==> config.mk <==
export PLATFORM = sky130hd
export DESIGN_NAME = seg_scan_ctrl_flat
export DESIGN_NICKNAME = d
export VERILOG_FILES = /design/src/rtl/seg_scan_if.sv /design/src/rtl/seg_scan_ctrl.sv /design/src/flat_wrapper.sv
export SDC_FILE = /design/constraint.sdc
export NUM_CORES = 1
export LEC_CHECK = 0
export ABC_AREA = 1
export BUFFER_PORTS_ARGS = -buffer_cell sky130_fd_sc_hd__clkbuf_2
export CAP_MARGIN = 30
export CORE_UTILIZATION = 65
export CTS_BUF_LIST = sky130_fd_sc_hd__clkbuf_8
export DETAILED_ROUTE_END_ITERATION = 10
export PLACE_DENSITY = 0.93
export SETUP_SLACK_MARGIN = 0.2
export SYNTH_ARGS = -nofsm -noshare
export SYNTH_HDL_FRONTEND = slang
export SYNTH_SLANG_ARGS = --single-unit
==> constraint.sdc <==
create_clock -name clk -period 2.8 [get_ports clk]
set_input_delay 0 -clock clk [delete_from_list [all_inputs] [get_ports clk]]
set_output_delay 0 -clock clk [all_outputs]
set_load 0.02 [all_outputs]
==> src/rtl/seg_scan_if.sv <==
// Display-side bundle of the 7-segment scan controller: the load port that
// feeds the display buffers and the multiplexed pins that drive the display.
interface seg_scan_if;
  logic [31:0] data_in;    // eight hex nibbles, nibble i -> digit i
  logic [7:0]  dp_in;      // decimal point per digit, 1 = lit
  logic [7:0]  en_in;      // digit enable per digit, 1 = shown
  logic        load;       // one-cycle strobe that captures the three inputs
  logic [7:0]  an;         // anode select, active low
  logic [6:0]  seg;        // segments {g,f,e,d,c,b,a}, active low
  logic        dp_n;       // decimal point, active low
  logic        frame_done; // one-cycle pulse at the end of the last slot

  // Whoever supplies display contents and watches the pins.
  modport master (
    output data_in, dp_in, en_in, load,
    input  an, seg, dp_n, frame_done
  );

  // The scan controller itself.
  modport slave (
    input  data_in, dp_in, en_in, load,
    output an, seg, dp_n, frame_done
  );
endinterface

==> src/rtl/seg_scan_ctrl.sv <==
// Time-multiplexed scan controller for a common-anode 7-segment display.
// Each digit owns a slot of CLK_DIV cycles whose first BLANK_CYC cycles keep
// every anode off. New contents wait in a pending buffer and are copied into
// the shadow buffer that is actually displayed only at the frame boundary,
// so a frame is never drawn from two different values.
module seg_scan_ctrl #(
  parameter int CLK_DIV   = 100000, // cycles per digit slot, >= 2
  parameter int BLANK_CYC = 1000,   // blank cycles at slot start, < CLK_DIV
  parameter int DIGITS    = 8       // scanned digits, 1..8
) (
  input logic       clk,
  input logic       rst_n,
  seg_scan_if.slave bus
);

  localparam int             CW       = $clog2(CLK_DIV);
  localparam logic [CW-1:0]  CNT_LAST = CW'(CLK_DIV - 1);
  localparam logic [2:0]     IDX_LAST = 3'(DIGITS - 1);

  // Slot phase, derived from the slot counter rather than stored.
  localparam logic [0:0] ST_BLANK = 1'b0;
  localparam logic [0:0] ST_SHOW  = 1'b1;

  typedef struct packed {
    logic [31:0] data;
    logic [7:0]  dp;
    logic [7:0]  en;
  } disp_buf_t;

  logic [CW-1:0] cnt_q, cnt_d;
  logic [2:0]    idx_q, idx_d;
  logic          pend_q, pend_d;
  disp_buf_t     pend_buf_q, pend_buf_d;
  disp_buf_t     shadow_q, shadow_d;
  logic [7:0]    an_q, an_d;
  logic [6:0]    seg_q, seg_d;
  logic          dp_n_q, dp_n_d;
  logic          frame_done_q;

  logic      slot_end;
  logic      frame_end;
  logic [0:0] state;
  disp_buf_t in_buf;

  assign slot_end  = (cnt_q == CNT_LAST);
  assign frame_end = slot_end && (idx_q == IDX_LAST);
  assign in_buf    = '{data: bus.data_in, dp: bus.dp_in, en: bus.en_in};

  // With no blank cycles the comparison would be constant, so drop it.
  if (BLANK_CYC == 0) begin : g_no_blank
    assign state = ST_SHOW;
  end else begin : g_blank
    assign state = (cnt_q < CW'(BLANK_CYC)) ? ST_BLANK : ST_SHOW;
  end

  // Active-low hex font for one digit.
  function automatic logic [6:0] hex7(input logic [3:0] nib);
    case (nib)
      4'h0: hex7 = 7'h40;
      4'h1: hex7 = 7'h79;
      4'h2: hex7 = 7'h24;
      4'h3: hex7 = 7'h30;
      4'h4: hex7 = 7'h19;
      4'h5: hex7 = 7'h12;
      4'h6: hex7 = 7'h02;
      4'h7: hex7 = 7'h78;
      4'h8: hex7 = 7'h00;
      4'h9: hex7 = 7'h10;
      4'hA: hex7 = 7'h08;
      4'hB: hex7 = 7'h03;
      4'hC: hex7 = 7'h46;
      4'hD: hex7 = 7'h21;
      4'hE: hex7 = 7'h06;
      default: hex7 = 7'h0E;
    endcase
  endfunction

  // Slot counter wraps every CLK_DIV cycles and advances the digit index.
  always_comb begin
    // NOTE: every combinational output gets a default first so no path can
    // leave it unassigned and infer a latch.
    cnt_d = slot_end ? '0 : cnt_q + 1'b1;
    idx_d = idx_q;
    if (slot_end) idx_d = (idx_q == IDX_LAST) ? 3'd0 : idx_q + 3'd1;
  end

  // Pending/shadow buffering: loads park in pending, the frame boundary
  // publishes them, and a load on the boundary itself goes straight through.
  always_comb begin
    pend_d     = pend_q;
    pend_buf_d = pend_buf_q;
    shadow_d   = shadow_q;
    if (frame_end) begin
      if (bus.load)   shadow_d = in_buf;
      else if (pend_q) shadow_d = pend_buf_q;
      pend_d = 1'b0;
    end else if (bus.load) begin
      pend_buf_d = in_buf;
      pend_d     = 1'b1;
    end
  end

  // Pin values for the current slot; disabled digits still use their slot.
  always_comb begin
    an_d   = 8'hFF;
    seg_d  = 7'h7F;
    dp_n_d = 1'b1;
    if (state == ST_SHOW && shadow_q.en[idx_q]) begin
      an_d   = ~(8'h01 << idx_q);
      seg_d  = hex7(shadow_q.data[{idx_q, 2'b00} +: 4]);
      dp_n_d = ~shadow_q.dp[idx_q];
    end
  end

  // All state and the registered pins, cleared together by reset.
  always_ff @(posedge clk or negedge rst_n) begin
    // NOTE: state uses non-blocking assignments so every register samples
    // the pre-edge values, independent of statement order.
    if (!rst_n) begin
      cnt_q        <= '0;
      idx_q        <= 3'd0;
      pend_q       <= 1'b0;
      // NOTE: the display buffers are reset on purpose so a dark display,
      // not stale garbage, is shown until the first frame boundary.
      pend_buf_q   <= '0;
      shadow_q     <= '0;
      an_q         <= 8'hFF;
      seg_q        <= 7'h7F;
      dp_n_q       <= 1'b1;
      frame_done_q <= 1'b0;
    end else begin
      cnt_q        <= cnt_d;
      idx_q        <= idx_d;
      pend_q       <= pend_d;
      pend_buf_q   <= pend_buf_d;
      shadow_q     <= shadow_d;
      an_q         <= an_d;
      seg_q        <= seg_d;
      dp_n_q       <= dp_n_d;
      frame_done_q <= frame_end;
    end
  end

  assign bus.an         = an_q;
  assign bus.seg        = seg_q;
  assign bus.dp_n       = dp_n_q;
  assign bus.frame_done = frame_done_q;

endmodule

==> src/flat_wrapper.sv <==
// flat-port wrapper written by rule: the top's interface ports become plain ports
module seg_scan_ctrl_flat 
#(
  parameter int CLK_DIV   = 100000,                               
  parameter int BLANK_CYC = 1000,                                           
  parameter int DIGITS    = 8                              
)
  (clk, rst_n, bus_data_in, bus_dp_in, bus_en_in, bus_load, bus_an, bus_seg, bus_dp_n, bus_frame_done);
  seg_scan_if bus_i ();
  input logic clk;
  input logic rst_n;
  input wire logic [$bits(bus_i.data_in)-1:0] bus_data_in;
  input wire logic [$bits(bus_i.dp_in)-1:0] bus_dp_in;
  input wire logic [$bits(bus_i.en_in)-1:0] bus_en_in;
  input wire logic [$bits(bus_i.load)-1:0] bus_load;
  output wire logic [$bits(bus_i.an)-1:0] bus_an;
  output wire logic [$bits(bus_i.seg)-1:0] bus_seg;
  output wire logic [$bits(bus_i.dp_n)-1:0] bus_dp_n;
  output wire logic [$bits(bus_i.frame_done)-1:0] bus_frame_done;
  assign bus_i.data_in = bus_data_in;
  assign bus_i.dp_in = bus_dp_in;
  assign bus_i.en_in = bus_en_in;
  assign bus_i.load = bus_load;
  assign bus_an = bus_i.an;
  assign bus_seg = bus_i.seg;
  assign bus_dp_n = bus_i.dp_n;
  assign bus_frame_done = bus_i.frame_done;
  seg_scan_ctrl #(.CLK_DIV(CLK_DIV), .BLANK_CYC(BLANK_CYC), .DIGITS(DIGITS)) u_core (.clk(clk), .rst_n(rst_n), .bus(bus_i));
endmodule
==> results.txt, run 1 <==
The simple logic cell fraction of the synthesized area is 26.4%. The average instance in the mapped netlist occupies 8.21 µm². The top-area cell type share of the netlist area is 43.6%. The clock passes through at most 2 buffers.

The later-pin clock latency in the skew report is 0.47 ns. The overall fraction of global-route tracks in use is 33.2%. The synthesized netlist devotes 0.258% of its cell area to XOR and XNOR gates. The global-route wire length before repair is 28200 µm. The worst path arrival time is 2.77 ns. STA classifies the critical path endpoint as a flop. Setup total negative slack on the finished layout was measured at 0 ns. For this run, design rule violations remaining after detail routing come to 0. The power per unit of standard cell area came out at 538 nW/µm². The floorplan step defined a die boundary enclosing 10800 µm². The sequential element share of the synthesized area came out at 49.8%. The count of final setup violators came out at 0. The number of antenna violations at the first check in global routing is 1. Counting instances in the post-synthesis netlist gives the leading cell types as 271 x sky130_fd_sc_hd__nand2_1, 118 x sky130_fd_sc_hd__dfrtp_1, 89 x sky130_fd_sc_hd__nand3_1. The share of synthesized flip-flops with an asynchronous set or reset came out at 100%. The ratio of final minimum period to clock period is 85.6%.

In the final routed layout, each cell accounts on average for 15.6 µm. Measured in cells, the most critical reg-to-reg path has a length of 7. The worst register-to-register path ends at u_core.pend_buf_q[24]. The clock input transition at the sequential cells of the worst setup and hold paths is 0.09 ns.

The post-synth design cell area is 6780 µm². The number of endpoints with negative hold slack in the final report was 0. The headroom to the max-slew limit came out at 54.6%. The number of cells in the design after placement came out at 997. The clock drives 134 sinks.

The post-cts resize count is 0. The routed wire length is 16800 µm. The worst path needs 2.40 ns of the cycle, external delays included. The root buffer cell chosen for the clock tree is sky130_fd_sc_hd__clkbuf_8. The routed length on met3 came out at 1090 µm.

The number of warning messages in the yosys log came out at 0. The share of layout cells above drive strength 1 is 19.2%. The height of the chip came out at 104 µm. The met2 wire length is 8190 µm. The routability-driven placement congestion ratio is 0.941. 68 I/O pins were placed. Across the VDD grid, the largest voltage drop is 485 µV. The wire-length estimate of the detail-placed layout is 9980 µm. Once the floorplan was initialized, standard cells occupied 68.1% of the core. The count of standard-cell rows came out at 36. For this run, the detailed router's first-pass iteration total came to 6. Across the run, the number of max-cap violations was 0. The core region is 9950 µm². The synthesized design contains 134 register bits. Setup repair after global routing left no endpoint under its margin. Of all nets on the critical path, the largest fanout is 58. Based on the critical path, the design can be clocked at up to 0.417 GHz. The finished cells cover 8110 µm². The die width came out at 104 µm. Counting flops with a built-in enable in the synthesized netlist gives 0. Yosys instantiated no cell more often than sky130_fd_sc_hd__nand2_1.

The residual overflow from global routing came out at 0. In this run the static leakage power is 4.09 nW. The number of buffer cells added on primary ports is 67. By area, the combinational part of the netlist is dominated by simple AND/OR/NAND/NOR gates. The wire length the detailed router placed on met1 came out at 6660 µm. The launch instance of the worst register-to-register path is u_core.idx_q[1].

The number of global-route vias before repair is 6177. The transition time at the pin with the least slew margin came out at 0.681 ns. The number of nets produced by synthesis came out at 889. The number of violations reported at the end of detailed-routing iteration 0 is 584. The register-to-register path setup slack came out at 0.40 ns. The post-synthesis mux area share came out at 3.99%. The remaining number of nets flagged by the antenna check after routing came out at 0. Among all flip-flop cells after synthesis, the most frequent one is sky130_fd_sc_hd__dfrtp_1. On the final layout, the worst clock skew is 0.0150 ns. The detailed router placed 6129 vias in this run. After the last flow step, the layout net total stands at 995.

The max-slew violation count is 0. The highest layer used for signal routing is met4. After Yosys synthesis, full adders, half adders and majority gates account for 2.22% of the synthesized area. The number of H-tree levels is 4. Once placement finished, the instance area stood at 7170 µm². By area the synthesized netlist is led by sky130_fd_sc_hd__dfrtp_1 44%, sky130_fd_sc_hd__nand2_1 15%, sky130_fd_sc_hd__nand3_1 6.6%, sky130_fd_sc_hd__dfstp_2 6.2%, sky130_fd_sc_hd__inv_1 4.9%. Entering global routing, the biggest net connects 69 pins. The worst setup path is launched from a flop. The layout overhead on the synthesized area is 19.7%.

Data on the critical path is required at its endpoint by 3.17 ns. The critical path class is flop to flop. Summing the areas of all compound-gate instances in the mapped netlist gives 8.68% of the synthesized area. The post-synthesis cell type count came out at 34. The cell type with the highest aggregate area in the netlist is sky130_fd_sc_hd__dfrtp_1.

In this run the worst hold path is classified as input pin to async pin. Tracing the worst setup path back leads to its startpoint at u_core.idx_q[1]. The via-per-instance ratio came out at 5.68. Counting every instance in the synthesized netlist gives 826. The flow ran to the end, and the final reports show no timing, DRC or antenna violations. The number of buffers created by CTS came out at 17. TritonCTS built the clock tree.

The number of cells in the finished layout apart from fillers is 1079.
==> power by group <==
group / internal [mW] / switching, mW / total [mW]
Sequential: 2.03 / 0.0541 / 2.09
Clock: 1.00 / 0.822 / 1.82
Combinational: 0.198 / 0.254 / 0.452
==> stage by stage <==
stage	hold WS, ns	worst slack [ns]	util, %	total power, mW
finish	0.105	0.403	81.5	4.36
global route	0.127	0.225	81.5	4.51
CTS	0.0692	0.446	81.4	4.33
detailed placement	0.0753	0.478	72.0	2.50
global placement	0.0820	0.591	72.0	2.48
floorplan	-0.296	0.956	-	2.35
==> worst max-delay path by stage <==
stage                                  to  cells past startpoint
floorplan               u_core.bus.seg[5]                     13
global placement      u_core.shadow_q[33]                      7
detailed placement     u_core.shadow_q[1]                      7
CTS                    u_core.shadow_q[1]                      7
global route           u_core.shadow_q[1]                      7
finish              u_core.pend_buf_q[24]                      7
==> area by class of cell <==
cell class | count | area [µm²]
Multi-Input combinational cell | 562 | 2820
Inverter | 90 | 343
Timing Repair Buffer | 127 | 961
Sequential cell | 134 | 3370
Tap cell | 133 | 166
Fill cell | 578 | 1840
Clock inverter | 14 | 199
Antenna cell | 1 | 2.50
Clock buffer | 18 | 248
==> repair_timing <==
action / CTS / global route
hold buffers: 49 / 0
endpoints found under the setup margin: 0 / 0
endpoints found under the hold margin: 145 / 0
setup buffers: 0 / 0
==> cells in the final DEF, fill, tap and decap left out, drive strengths merged <==
| cell | instances |
|---|---|
| nand2 | 275 |
| dfrtp | 118 |
| inv | 92 |
| nand3 | 89 |
| clkbuf | 83 |
| o21ai | 62 |
| nor2 | 51 |
| dlygate4sd3 | 49 |
| a21oi | 30 |
| mux2 | 24 |
| dfstp | 16 |
| buf | 13 |
| ha | 12 |
| nor3 | 7 |
| nand4 | 4 |
| bufinv | 4 |
| clkinvlp | 4 |
| clkinv | 4 |
| xor2 | 2 |
| a32o | 2 |
| diode | 1 |
| a31oi | 1 |
| a211oi | 1 |
| o21bai | 1 |
| a21boi | 1 |
==> worst max-delay path: stages (launching register included) <==
cell                      delay [ns]
sky130_fd_sc_hd__dfrtp_1        0.66
sky130_fd_sc_hd__ha_1           0.28
sky130_fd_sc_hd__ha_1           0.33
sky130_fd_sc_hd__nand2_8        0.19
sky130_fd_sc_hd__nand2_2        0.34
sky130_fd_sc_hd__buf_12         0.26
sky130_fd_sc_hd__nand2_1        0.09
sky130_fd_sc_hd__o21ai_0        0.10
==> per-layer routing <==
metal	GRT usage [%]	vias up
li1	-	2835
met4	21.1	0
met5	0	-
met3	7.52	78
met1	39.4	2910
met2	54.9	306
==> kinds of logic after synthesis <==
kind of cell | after synthesis
and+or+nand+nor | 426
DFF | 134
buffers and inverters | 130
AOI/OAI and AO/OA | 98
muxes | 24
adders and majority gates | 12
xor gates and xnor gates | 2
==> sequential cells by signal (all words and copies together), names as in the netlist <==
name / cells
u_core.pend_buf_q: 48
u_core.shadow_q: 48
u_core.bus.seg: 7
u_core.bus.dp_n: 1
u_core.pend_q: 1
u_core.cnt_q: 17
u_core.idx_q: 3
u_core.bus.an: 8
u_core.bus.frame_done: 1
No activity file was read; power rests on OpenSTA's default activity.
==> run 2, diff against run 1 <==
- ABC_AREA: 1 -> default
==> results.txt, run 2 <==
The path class of the tightest hold or removal check is input pin to async pin. The headroom to the max-slew limit came to 28.1% (-26 points). The time the final worst path needs with I/O delays and setup came out at 2.48 ns (+0.0875 ns). The mean routed wirelength per cell came out at 20.0 µm (+28%). The net count of the finished layout came out at 684 (-31%). The startpoint identified for the worst register-to-register timing path is u_core.idx_q[0]. The total of flip-flops plus latches after synthesis came to 134 (unchanged). The overall fraction of global-route tracks in use came out at 32.8% (-0.49 points). In this design, the critical path's most frequently occurring cell is sky130_fd_sc_hd__o21ai_0. The stage delay of the slowest cell on the critical path came out at 0.54 ns (-0.12 ns). In the final layout, the registers with the most flip-flops are u_core.pend_buf_q: 48 flops, u_core.shadow_q: 48 flops, u_core.cnt_q: 17 flops. The routability-driven placement congestion ratio is 0.807 (-14%). The clock network fraction of total power was 41.6% (-0.2 points).

The internal power component came to 3.11 mW (-3.7%). The placeable core region is 9370 µm² (-5.9%). The number of filler cells placed in the layout came out at 455 (-21%). The number of antenna violations at the first check in global routing came out at 0 (-1). sky130_fd_sc_hd__dfrtp_1 is the most common cell in the netlist. The share of layout cells above drive strength 1 came out at 31.9% (+13 points). The number of nets produced by synthesis came out at 566 (-36%).

The critical path capture point type is a flop. The count of final setup violators is 0 (unchanged). The TritonCTS clock tree is done.

In the post-synthesis netlist, the biggest area contributors are sky130_fd_sc_hd__dfrtp_1 46%, sky130_fd_sc_hd__mux2i_1 8.3%, sky130_fd_sc_hd__dfstp_2 6.6%, sky130_fd_sc_hd__a21o_1 5.7%, sky130_fd_sc_hd__mux2_2 5.7%. STA classifies the critical path startpoint as a flop. The post-synthesis cell type count is 46 (+35%). The critical-path maximum fanout is 5 (-91%). The portion of total power attributed to combinational logic came out at 8.6% (-1.8 points). The number of maximum-capacitance violations is 0 (unchanged).

The detailed-router iteration count before antenna repair is 4 (-2). The effective utilization at floorplan is 67.9% (-0.18 points). The clock input transition at the sequential cells of the worst setup and hold paths came out at 0.08 ns (about the same). The routed wire length came to 15200 µm (-9.5%). Setup repair after global routing left no endpoint under its margin. The highest ir drop seen on vdd came out at 518 µV (+6.8%).

The static leakage is 4.04 nW (-1.3%). The critical path class is flop to flop. The transition time at the pin with the least slew margin came out at 1.08 ns (+0.394 ns). The worst clock skew came out at 0.0135 ns (-0.00149 ns). The count of standard-cell rows was 35 (-2.8%). The post-synth design cell area is 6360 µm² (-6.1%). The register-to-register path setup slack is 0.32 ns (-0.09 ns). The count of pins on the block boundary is 68 (unchanged).

The cell type with the highest aggregate area in the netlist is sky130_fd_sc_hd__dfrtp_1. The residual overflow from global routing is 0 (unchanged). The number of vias in the routed layout is 4596 (-25%). Walking the worst path, the cells encountered are buf_12 -> mux4_2 -> mux2_2 -> ha_1 -> or3b_2 -> o21ai_0 -> o21ai_0. The number of global-route vias before repair is 4690 (-24%). The most common library cell in the layout ignoring fill and taps is sky130_fd_sc_hd__dfrtp_1. The number of violations reported at the end of detailed-routing iteration 0 came to 366 (-37%). The max-slew violation count came to 0 (unchanged). The number of endpoints with negative hold slack in the final report came out at 0 (unchanged). The clock sink total came out at 134 (unchanged).

The number of H-tree levels came out at 4 (unchanged). The height of the chip is 101 µm (-3.0%). The total net switching power came to 999 µW (-12%).

The layout overhead on the synthesized area came out at 22.3%. The ratio of final minimum period to clock period is 88.7% (+3.1 points). The placement-stage cell area is 6830 µm² (-4.7%).

The worst-case reg-to-reg path depth is 7 (unchanged). The total buffers and inverters traversed by the critical path is 1 (unchanged). The HPWL after detailed placement is 8610 µm (-14%). The later-pin clock latency in the skew report came out at 0.44 ns (-0.03 ns).

The number of buffer cells added on primary ports came out at 67 (unchanged). The sequential element share of the synthesized area came out at 53.0% (+3.2 points). The final cell area excluding filler cells was 7780 µm² (-4.0%).

The die width came out at 101 µm (-3.0%). The switching portion of total power came out at 24.3% (-1.6 points). The endpoint identified for the worst register-to-register timing path is u_core.bus.seg[0]. The final hold slack is 0.221 ns (+0.115 ns). The total power came out at 4.11 mW (-5.7%). The number of warning messages in the yosys log is 0 (unchanged). The buffer levels on the longest clock path came out at 2 (unchanged).

The worst path arrival time came to 2.78 ns (about the same). The share of synthesized flip-flops with an asynchronous set or reset came out at 100% (unchanged). The number of buffers created by CTS is 17 (unchanged). The slowest stage of the critical path belongs to the cell sky130_fd_sc_hd__mux4_2. The number of diodes added for antenna fixing is 0 (-1). The number of enable flip-flop cells after synthesis was 0 (unchanged). The sequential share of power is 49.8% (+1.9 points). The highest clock rate came out at 0.403 GHz (-3.5%). The run finished with clean final reports. The required time of the critical path is 3.10 ns (-0.07 ns). The commonest cells after synthesis are 118 x sky130_fd_sc_hd__dfrtp_1, 61 x sky130_fd_sc_hd__nor2_1, 53 x sky130_fd_sc_hd__mux2i_1. The number of DRC violations after detailed routing is 0 (unchanged). The library cells used most frequently in the layout, excluding fill and tap cells, are 116 x sky130_fd_sc_hd__dfrtp_1, 66 x sky130_fd_sc_hd__clkbuf_2, 61 x sky130_fd_sc_hd__nor2_1. The power per unit of standard cell area came out at 528 nW/µm² (-1.8%).

The dominant register cell in the synthesized netlist is sky130_fd_sc_hd__dfrtp_1. The final total negative setup slack came out at 0 ns (unchanged). The top-area cell type share of the netlist area is 46.4% (+2.8 points).

The remaining number of nets flagged by the antenna check after routing was 0 (unchanged). The global-route wire length before repair came to 24300 µm (-14%). The average cell area after synthesis came to 12.7 µm² (+54%).

The die footprint came out at 10200 µm² (-6.0%). The number of cells produced by synthesis is 503 (-39%). The maximum number of pins on one net before global-route repair is 97 (+41%).

The via-per-instance ratio is 6.03 (+6.2%). Broken down by cell family, the worst path's largest delay share belongs to multiplexers. CTS placed an instance of sky130_fd_sc_hd__clkbuf_8 at the clock tree root.
-- run 2: cell count changes after synthesis, sizes merged, moves of 48 or more --
cell and delta:
mux2i +53, inv -83, nand3 -75, nand2 -255, a21o +48, o21ai -55
-- run 2: stage by stage --
stage / cells / utilization, % / setup WS, ns
floorplan: 503 / - / 0.284
global placement: 679 / 72.9 / 0.269
detailed placement: 679 / 72.9 / 0.119
finish: 762 / 83.0 / 0.316
global route: 762 / 83.0 / 0.207
CTS: 762 / 83.0 / 0.306
-- run 2: worst reg2reg max path: cells and delay by family (launching register included) --
family | cells | cell delay (ns)
adder cells (fa/ha/maj) | 1 | 0.23
flip-flops | 1 | 0.43
multiplexers | 2 | 0.88
buffers and inverters | 1 | 0.13
AO/OA/AOI/OAI | 2 | 0.20
AND/OR/NAND/NOR | 1 | 0.47
-- run 2: worst max path at each step --
stage                              to            start  slack [ns]  cells after the start
floorplan           u_core.bus.seg[0]  u_core.idx_q[0]        0.28                     10
global placement    u_core.bus.seg[0]  u_core.idx_q[0]        0.27                      8
detailed placement  u_core.bus.seg[0]  u_core.idx_q[0]        0.12                      8
CTS                 u_core.bus.seg[0]  u_core.idx_q[1]        0.31                      8
global route        u_core.bus.seg[0]  u_core.idx_q[0]        0.21                      7
finish              u_core.bus.seg[0]  u_core.idx_q[0]        0.32                      7
-- run 2: layout make-up --
| class | count | area [µm²] | area share (%) |
|---|---|---|---|
| timing repair buffer | 130 | 986 | 12.7 |
| inverter | 7 | 26.3 | 0.338 |
| multi-input combinational | 331 | 2810 | 36.1 |
| tap | 129 | 161 | 2.07 |
| clock inverter | 13 | 173 | 2.22 |
| clock buffer | 18 | 248 | 3.18 |
| sequential | 134 | 3380 | 43.4 |
-- run 2: kinds of logic after synthesis --
group           Yosys count  share of synthesized area [%]
compound gates           64                           7.29
flops                   134                           53.0
buf+inv                  38                           3.15
fa+ha+maj                12                           2.36
mux                     117                           23.0
xor+xnor                 14                           1.93
simple gates            124                           9.30
-- run 2: layer usage --
layer | vias up | routed length [µm] | share of wire (%) | global-route usage [%]
met3 | 44 | 945 | 6.2 | 8.25
met4 | 0 | 467 | 3.1 | 13.2
met2 | 228 | 7830 | 51 | 55.2
li1 | 2005 | - | - | -
met5 | - | 0 | 0 | 0
met1 | 2319 | 5970 | 39 | 40.8
-- run 2: what timing repair did --
item	CTS	global route
hold buffers	50	0
pin swaps	0	0
setup endpoints to repair	1	2
resized for setup	1	2
cloned	0	0
hold endpoints to repair	136	0
setup buffers	2	0
-- run 2: power groups by stage --
stage	registers (mW)	logic, mW	clock network (mW)
2_1_floorplan	2.07	0.180	0
3_3_place_gp	2.07	0.276	0
3_5_place_dp	2.08	0.290	0
4_1_cts	2.04	0.350	1.70
5_1_grt	2.05	0.382	1.80
6_report	2.05	0.354	1.71
